`config.mk`:
```
export PLATFORM = sky130hd
export DESIGN_NAME = vga_axil_regfile_slave
export DESIGN_NICKNAME = d
export VERILOG_FILES = /design/src/rtl/vga_axil_regfile_slave.sv
export SDC_FILE = /design/constraint.sdc
export NUM_CORES = 1
export LEC_CHECK = 0
export CORE_ASPECT_RATIO = 1.2
export CORE_MARGIN = 2
export CORE_UTILIZATION = 50
export CTS_CLUSTER_DIAMETER = 100
export DETAILED_ROUTE_END_ITERATION = 10
export GPL_TIMING_DRIVEN = 0
export MAX_ROUTING_LAYER = met4
export PLACE_DENSITY = 0.87
export SKIP_CTS_REPAIR_TIMING = 1
export SLEW_MARGIN = 20
export SYNTH_ARGS = -nofsm -noshare
export SYNTH_HDL_FRONTEND = slang
export SYNTH_SLANG_ARGS = --single-unit
```
`constraint.sdc`:
```
create_clock -name clk -period 2.96 [get_ports clk]
set_input_delay 0.296 -clock clk [delete_from_list [all_inputs] [get_ports clk]]
set_output_delay 0.296 -clock clk [all_outputs]
set_load 0.05 [all_outputs]
```
`src/rtl/vga_axil_regfile_slave.sv`:
```
// AXI-Lite register-file responder exposing NUM_REGS configuration words to the VGA logic.
// Optional build macro VGA_AXIL_REGFILE_SLAVE_SLVERR_EN: out-of-range accesses answer SLVERR instead of OKAY.
//
// state      | meaning
// W_IDLE     | waiting for AW and/or W
// W_HAVE_AW  | address latched, waiting for write data
// W_HAVE_W   | data/strobe latched, waiting for write address
// W_RESP     | write committed, holding B response until bready
// R_IDLE     | waiting for AR
// R_RESP     | read data sampled, holding R response until rready
module vga_axil_regfile_slave #(
  parameter int                       AXIL_ADDR_W = 32,
  parameter int                       AXIL_DATA_W = 32,
  parameter int                       NUM_REGS    = 8,
  parameter logic [AXIL_DATA_W-1:0]   RESET_VAL   = '0
) (
  input  logic                            clk,
  input  logic                            arst_n,
  input  logic [AXIL_ADDR_W-1:0]          araddr,
  input  logic                            arvalid,
  output logic                            arready,
  output logic [AXIL_DATA_W-1:0]          rdata,
  output logic [1:0]                      rresp,
  output logic                            rvalid,
  input  logic                            rready,
  input  logic [AXIL_ADDR_W-1:0]          awaddr,
  input  logic                            awvalid,
  output logic                            awready,
  input  logic [AXIL_DATA_W-1:0]          wdata,
  input  logic [AXIL_DATA_W/8-1:0]        wstrb,
  input  logic                            wvalid,
  output logic                            wready,
  output logic [1:0]                      bresp,
  output logic                            bvalid,
  input  logic                            bready,
  output logic [NUM_REGS*AXIL_DATA_W-1:0] regs_o,
  output logic [NUM_REGS-1:0]             wr_pulse_o
);

  localparam int STRB_W = AXIL_DATA_W / 8;
  localparam int IDX_W  = AXIL_ADDR_W - 2;
  localparam logic [1:0] RESP_OKAY = 2'b00;
`ifdef VGA_AXIL_REGFILE_SLAVE_SLVERR_EN
  localparam logic [1:0] RESP_OOR  = 2'b10;
`else
  localparam logic [1:0] RESP_OOR  = 2'b00;
`endif

  typedef enum logic [1:0] {W_IDLE, W_HAVE_AW, W_HAVE_W, W_RESP} wstate_t;
  typedef enum logic {R_IDLE, R_RESP} rstate_t;

  wstate_t r_wstate, w_wstate_nxt;
  rstate_t r_rstate, w_rstate_nxt;

  logic [AXIL_ADDR_W-1:0] r_awaddr;
  logic [AXIL_DATA_W-1:0] r_wdata;
  logic [STRB_W-1:0]      r_wstrb;
  logic [AXIL_DATA_W-1:0] r_regs [NUM_REGS];
  logic [1:0]             r_bresp;

  logic                   w_aw_hs, w_w_hs, w_ar_hs, w_commit;
  logic [AXIL_ADDR_W-1:0] w_c_addr;
  logic [AXIL_DATA_W-1:0] w_c_data;
  logic [STRB_W-1:0]      w_c_strb;
  logic [IDX_W-1:0]       w_c_idx, w_ar_idx;
  logic                   w_c_in_range, w_ar_in_range;
  logic [AXIL_DATA_W-1:0] w_rd_val;
  logic                   w_unused;

  // Handshake readiness is decoded from registered state only, never from inputs.
  assign awready = (r_wstate == W_IDLE) || (r_wstate == W_HAVE_W);
  assign wready  = (r_wstate == W_IDLE) || (r_wstate == W_HAVE_AW);
  assign bvalid  = (r_wstate == W_RESP);
  assign bresp   = r_bresp;
  assign arready = (r_rstate == R_IDLE);
  assign rvalid  = (r_rstate == R_RESP);

  assign w_aw_hs = awvalid && awready;
  assign w_w_hs  = wvalid && wready;
  assign w_ar_hs = arvalid && arready;

  assign w_c_addr      = (r_wstate == W_HAVE_AW) ? r_awaddr : awaddr;
  assign w_c_data      = (r_wstate == W_HAVE_W) ? r_wdata : wdata;
  assign w_c_strb      = (r_wstate == W_HAVE_W) ? r_wstrb : wstrb;
  assign w_c_idx       = w_c_addr[AXIL_ADDR_W-1:2];
  assign w_c_in_range  = w_c_idx < IDX_W'(NUM_REGS);
  assign w_ar_idx      = araddr[AXIL_ADDR_W-1:2];
  assign w_ar_in_range = w_ar_idx < IDX_W'(NUM_REGS);
  assign w_unused      = ^{w_c_addr[1:0], araddr[1:0]};

  always_comb begin
    w_wstate_nxt = r_wstate;
    w_commit     = 1'b0;
    case (r_wstate)
      W_IDLE: begin
        if (w_aw_hs && w_w_hs) begin
          w_commit     = 1'b1;
          w_wstate_nxt = W_RESP;
        end else if (w_aw_hs) begin
          w_wstate_nxt = W_HAVE_AW;
        end else if (w_w_hs) begin
          w_wstate_nxt = W_HAVE_W;
        end
      end
      W_HAVE_AW: begin
        if (w_w_hs) begin
          w_commit     = 1'b1;
          w_wstate_nxt = W_RESP;
        end
      end
      W_HAVE_W: begin
        if (w_aw_hs) begin
          w_commit     = 1'b1;
          w_wstate_nxt = W_RESP;
        end
      end
      W_RESP: begin
        if (bready) w_wstate_nxt = W_IDLE;
      end
      default: w_wstate_nxt = W_IDLE;
    endcase
  end

  always_comb begin
    w_rstate_nxt = r_rstate;
    case (r_rstate)
      R_IDLE:  if (arvalid) w_rstate_nxt = R_RESP;
      R_RESP:  if (rready)  w_rstate_nxt = R_IDLE;
      default: w_rstate_nxt = R_IDLE;
    endcase
  end

  // Out-of-range indices match no register, so they read back as zero.
  always_comb begin
    w_rd_val = '0;
    for (int i = 0; i < NUM_REGS; i++) begin
      if (w_ar_idx == IDX_W'(i)) w_rd_val = r_regs[i];
    end
  end

  always_ff @(posedge clk or negedge arst_n) begin
    if (!arst_n) begin
      r_wstate <= W_IDLE;
      r_rstate <= R_IDLE;
      r_awaddr <= '0;
      r_wdata  <= '0;
      r_wstrb  <= '0;
      r_bresp  <= RESP_OKAY;
      rdata    <= '0;
      rresp    <= RESP_OKAY;
    end else begin
      r_wstate <= w_wstate_nxt;
      r_rstate <= w_rstate_nxt;
      if (w_aw_hs) r_awaddr <= awaddr;
      if (w_w_hs) begin
        r_wdata <= wdata;
        r_wstrb <= wstrb;
      end
      if (w_commit) r_bresp <= w_c_in_range ? RESP_OKAY : RESP_OOR;
      if (w_ar_hs) begin
        rdata <= w_rd_val;
        rresp <= w_ar_in_range ? RESP_OKAY : RESP_OOR;
      end
    end
  end

  // A read sampled on the commit edge sees the pre-write value through non-blocking update.
  always_ff @(posedge clk or negedge arst_n) begin
    if (!arst_n) begin
      for (int i = 0; i < NUM_REGS; i++) r_regs[i] <= RESET_VAL;
      wr_pulse_o <= '0;
    end else begin
      wr_pulse_o <= '0;
      if (w_commit) begin
        for (int i = 0; i < NUM_REGS; i++) begin
          if (w_c_idx == IDX_W'(i)) begin
            for (int k = 0; k < STRB_W; k++) begin
              if (w_c_strb[k]) r_regs[i][8*k +: 8] <= w_c_data[8*k +: 8];
            end
            if (|w_c_strb) wr_pulse_o[i] <= 1'b1;
          end
        end
      end
    end
  end

  genvar g;
  generate
    for (g = 0; g < NUM_REGS; g++) begin : g_regs_out
      assign regs_o[g*AXIL_DATA_W +: AXIL_DATA_W] = r_regs[g];
    end
  endgenerate

endmodule

```
==> impl_metrics.env <==
export IMPL_synth_edff_count=0
export IMPL_numCtsBuffers=37
export IMPL_powerDensity_nw_per_um2=608
export IMPL_synth_xor_area_share_pct=0
export IMPL_dp_slack_ps=-730
export IMPL_timing_rr_start="r_wstate[1]"
export IMPL_grt_overflow_total=0
export IMPL_core_area_um2=33100
export IMPL_die_h_um=204
export IMPL_final_hold_viol_count=0
export IMPL_worst_slew_pin_slew_ps=1130
export IMPL_start_util_pct=50.5
export IMPL_drc_errors=0
export IMPL_ys_types=47
export IMPL_arrival_ps=3430
export IMPL_die_w_um=171
export IMPL_drt_first_pass_iters=5
export IMPL_drive_gt1_share_pct=30.0
export IMPL_required_ps=3440
export IMPL_synthArstFlopShare_pct=100
export IMPL_via_count=13500
export IMPL_peakVddDrop_uv=353
export IMPL_first_global_vias=13900
export IMPL_crit_path_start_kind="input port"
export IMPL_dieArea_um2=34900
export IMPL_regToRegEndpoint="regs_o[83]"
export IMPL_grt_usage_pct=34.2
export IMPL_routabilityCongestion=0.915
export IMPL_syn_avg_cell_area_um2=13.0
export IMPL_max_slew_margin_pct=24.5
export IMPL_grt_antenna_before_repair=2
export IMPL_crit_path_end_kind="flip-flop"
export IMPL_p_total_mw=14.0
export IMPL_rrSetupSlack_ps=50
export IMPL_outcome="finished clean"
export IMPL_synth_area_top_cells="dfrtp_1 (55%), mux2_2 (26%), nand2_1 (1.6%)"
export IMPL_synth_compound_area_share_pct=8.89
export IMPL_r2r_cells=11
export IMPL_yosysTopAreaCell="dfrtp_1"
export IMPL_grt_pass1_wl_mm=85.6
export IMPL_critPathKind="input port to flip-flop"
export IMPL_nNetsFinal=1864
export IMPL_cp_max_fo=10
export IMPL_clock_sinks=365
export IMPL_setup_viol_count_final=0
export IMPL_ys_ff_latch=365
export IMPL_place_detailed_hpwl_mm=42.1
export IMPL_final_antenna_net_count=0
export IMPL_finalMaxSlewViolations=0
export IMPL_routed_wl_mm=59.3
export IMPL_routedWlPerCell_um=26.5
export IMPL_synth_yosys_seq_area_share_pct=54.7
export IMPL_leakagePower_nw=10.4
export IMPL_hold_path_class="input port to asynchronous set/reset pin"
export IMPL_netlist_area_leader_share_pct=54.7
export IMPL_layout_commonest_cell="clkdlybuf4s50_1"
export IMPL_synth_top_family_by_area="multiplexers"
export IMPL_synth_main_ff_cell="dfrtp_1"
export IMPL_cts_tree="built"
export IMPL_ios=412
export IMPL_synthMuxAreaShare_pct=27.0
export IMPL_yosys_area_share_adder_pct=0.375
export IMPL_area_delta_synth_final_pct=37.9
export IMPL_grt_max_degree=96
export IMPL_clk_latency_ps=550
export IMPL_post_route_period_util_pct=99.8
export IMPL_rows=73
export IMPL_period_needed_ps=2950
export IMPL_finalWorstSetupSlack_ps=6.89
export IMPL_synth_cells=1284
export IMPL_final_cell_mix="clkdlybuf4s50_1 (398), mux2_2 (384), dfrtp_1 (365), nand2_1 (72), nor2_1 (68)"
export IMPL_syn_area_um2=16700
export IMPL_timing_hold_ws_ps=176
export IMPL_cts_root_buf="clkbuf_16"
export IMPL_skew_ps=29.4
export IMPL_final_setup_tns_ps=0
export IMPL_drv_cap=0
export IMPL_htreeDepth=2
export IMPL_clkTransAtPathRegs_ps=70
export IMPL_ys_warnings_count=0
export IMPL_io_buffers=401
export IMPL_via_per_inst=6.06
export IMPL_clock_fmax_mhz=339
export IMPL_clk_path_buf_depth=3
export IMPL_drt_iter0_markers=1323
export IMPL_synth_simple_gate_area_share_pct=6.64
-- where the power goes --
part | leakage [nW] | total (mW) | internal [mW] | switching, mW
clock network | 0.634 | 5.07 | 3.05 | 2.02
logic | 4.84 | 3.19 | 1.30 | 1.89
registers | 4.95 | 5.75 | 5.48 | 0.269
total | 10.4 | 14.0 | 9.83 | 4.18
-- layer usage --
| layer | GRT usage [%] | wire length, um | up-vias | share of wire, % |
|---|---|---|---|---|
| met2 | 53.5 | 27800 | 781 | 47 |
| met4 | 19.1 | 4020 | 0 | 6.8 |
| met3 | 7.49 | 5140 | 219 | 8.7 |
| met1 | 41.4 | 22300 | 6841 | 38 |
| li1 | - | - | 5684 | - |
| met5 | - | 0 | - | 0 |
-- stage by stage --
step | cell area, um^2 | util, % | cells
finish | 23000 | 69.6 | 2233
global route | 23000 | 69.6 | 2230
floorplan | 16700 | - | 1287
detailed placement | 21400 | 64.8 | 2143
CTS | 22700 | 68.7 | 2208
global placement | 21300 | 64.4 | 2138
-- area by class of cell --
class,count,area [um^2]
fillers,2250,10000
clock buffers,52,1060
clock inverters,13,246
inverters,34,128
diodes,5,12.5
flip-flops and latches,365,9130
well taps,450,563
plain buffers,65,282
multi-input cells,823,7280
repair buffers,426,4320
-- critical path, cell delays in order --
cell and delay, ps:
clkdlybuf4s50_1 530, clkbuf_1 580, nor2b_1 160, nand2_1 350, clkbuf_1 880, o22ai_1 290, nor2_1 160, a32o_1 170
-- registers in the layout, summed over array words and instances, names as in the netlist --
name        cells
r_awaddr       30
regs_o        256
rvalid          1
wr_pulse_o      8
r_wstate        2
r_wdata        32
r_wstrb         4
rdata          32
-- how the worst max path moves through the flow --
stage | end | depth (start not counted) | from | slack (ps)
after floorplan | regs_o[16] | 8 | r_wstate[1] | 290
after global placement | regs_o[174] | 1 | arst_n | -13920
after detailed placement | rdata[17] | 7 | araddr[2] | -730
after CTS | regs_o[186] | 7 | r_wstate[1] | -570
after global routing | regs_o[71] | 11 | r_wstate[1] | -20
final | rdata[16] | 8 | araddr[5] | 7
-- cells in the mapped netlist, types with 2 or more instances --
cell         n
a21oi_1     38
o21ai_0     16
nand4b_1     2
a211oi_2     5
mux2_2     384
nor4b_1      3
dfrtp_1    365
nand2_1     72
o22a_1      25
o221ai_1    24
a32o_1      25
o22ai_1     30
nor2_1      68
inv_1       33
nand3_1      2
nand2_2     16
a21o_1       2
nand3_2     16
nand2b_1     5
buf_1        8
a22o_1       4
mux2i_1      9
buf_4        5
nor4_1      14
nor2b_1      5
a2111oi_2    4
nand4_1      5
or2_2        3
a221oi_1     5
o211ai_1     3
clkbuf_1    50
ha_1         5
a22oi_1      6
mux4_2       4
nor3_1       9
o32a_1       2
a32oi_1      2
-- cell families after synthesis --
logic type               after synthesis
multiplexers                         397
AO/OA/AOI/OAI                        194
other                                  1
AND/OR/NAND/NOR                      223
buffers and inverters                 99
flip-flops                           365
adder cells (fa/ha/maj)                5
(Power assumes the default switching activity.)
==> variant (same settings) <==
`AXIL_DATA_W`: 32 -> 40.
--- a/src/rtl/vga_axil_regfile_slave.sv
+++ b/src/rtl/vga_axil_regfile_slave.sv
@@ -10,7 +10,7 @@
 // R_RESP     | read data sampled, holding R response until rready
 module vga_axil_regfile_slave #(
   parameter int                       AXIL_ADDR_W = 32,
-  parameter int                       AXIL_DATA_W = 32,
+  parameter int                       AXIL_DATA_W = 40,
   parameter int                       NUM_REGS    = 8,
   parameter logic [AXIL_DATA_W-1:0]   RESET_VAL   = '0
 ) (
Ports: changed (resized rdata, regs_o, wdata and wstrb); port bits go from 412 to 493. No check against the original RTL was run, so the function may have changed too.
==> variant against the unedited design <==
The run now ends with negative setup slack left; register-to-register slack got worse by 80 ps; core utilization shrank 1.0 points; power increased by 21%; worst setup slack worse by 40 ps; sequential cell count grew 81; first-iteration DRC count grew 10%; wire length increased by 49%; design area increased by 27%; via count is 34% higher; area after synthesis is 28% higher; combinational power is 26% higher; largest power group unchanged.
==> variant: results <==
group,metric,value,unit
global_routing,grt_pass1_wl,125200,µm
sta,setup_ws,-32.71,ps
global_routing,grt_usage,40.45,%
cells_and_area,final_layout_size_suffix_gt1_share,29.53,%
outcome,violations,"negative setup slack",
yosys,synth-seq-area-share,52.08,%
detailed_routing,wirelength_met1,30850,µm
detailed_routing,dr.pass1.iters,6,
outcome,outcome,"finished with violations",
clock_network,cts_sinks,446,
detailed_routing,met2WireLength,40660,µm
global_routing,antenna_found_initial,5,
yosys,synth_cell_types,63,
cells_and_area,largest_reg_flops,320,
detailed_routing,vias_per_cell,6.365,
power,leakagePower,12.72,nW
power,clk-power,0.00596,W
place,place_area,27060,µm²
power,ir_drop,578.5,µV
global_routing,grt_pass1_vias,18794,
power,intPower,0.01174,W
detailed_routing,wl_met3,9258,µm
critical_path,crit_path_max_incr_delay,410,ps
sta,finClkSkew,21.55,ps
sta,finalSetupTns,-208.1,ps
cells_and_area,final_nets,2372,
sta,slew_headroom,23.96,%
critical_path,cp-endpoint,"regs_o[51]",
clock_network,clk_latency,570,ps
global_routing,grt_max_degree,102,
yosys,synth_common_cells,"mux2_2 (466), dfrtp_1 (446), nor2b_1 (76), nor4_1 (60), o21ai_0 (60)",
sta,setup_violations,12,
detailed_routing,first_iter_violations,1458,
detailed_routing,wl,88270,µm
power,swShare,30.96,%
place,gp_congestion,1.005,
critical_path,cp_top_family,"buffers and inverters",
power,p_seq,0.00702,W
clock_network,cts-buffers-inserted,45,
critical_path,start_kind,"register",
yosys,yosys-top-cells-area,"dfrtp_1 (52%), mux2_2 (24%), nor2b_1 (2.2%)",
==> variant: cell types whose count changed in the layout (fill, tap and decap cells not counted), sizes merged, moves of 24 or more <==
cell	change
clkdlybuf4s50	+80
nor4	+48
nand2	-37
a211oi	+48
nor2	-33
dfrtp	+81
mux2	+82
o21ai	+45
nor2b	+71
clkbuf	+24
a32o	-25
nand3	+25
buf	+37
o221ai	-24
==> variant: logic make-up (layout without fill, tap and decap cells) <==
group,after synthesis,count (layout),share of synthesized area [%]
DFF,446,446,52.08
adders and majority gates,5,5,0.2920
muxes,502,502,26.40
AOI/OAI and AO/OA,238,238,7.433
and+or+nand+nor,377,377,11.14
other,1,9,0.01750
buffers and inverters,127,714,2.628
==> variant: cell type report <==
| class | count | area [µm²] |
|---|---|---|
| Fill cell | 3063 | 13360 |
| Sequential cell | 446 | 11160 |
| Multi-Input combinational cell | 1126 | 10020 |
| Timing Repair Buffer | 507 | 5202 |
| Clock buffer | 69 | 1349 |
| Tap cell | 552 | 690.7 |
| Buffer | 108 | 543.0 |
| Clock inverter | 13 | 172.7 |
| Inverter | 17 | 63.81 |
| Antenna cell | 5 | 12.51 |
==> variant: layer usage <==
layer  vias to the layer above  track usage [%]
met2                      1180            61.79
met5                         -                -
met3                       392            12.21
met4                         0            28.55
met1                      9078            45.05
li1                       7445                -
==> variant: metrics by stage <==
step,cells,hold slack (ps),setup WS [ps]
6_report,2843,305.2,-32.71
5_1_grt,2842,342.6,-136.6
4_1_cts,2818,-277.6,-343.7
3_5_place_dp,2736,313.6,-895.5
3_3_place_gp,2732,475.1,-17350
2_1_floorplan,1699,0.4090,446.0
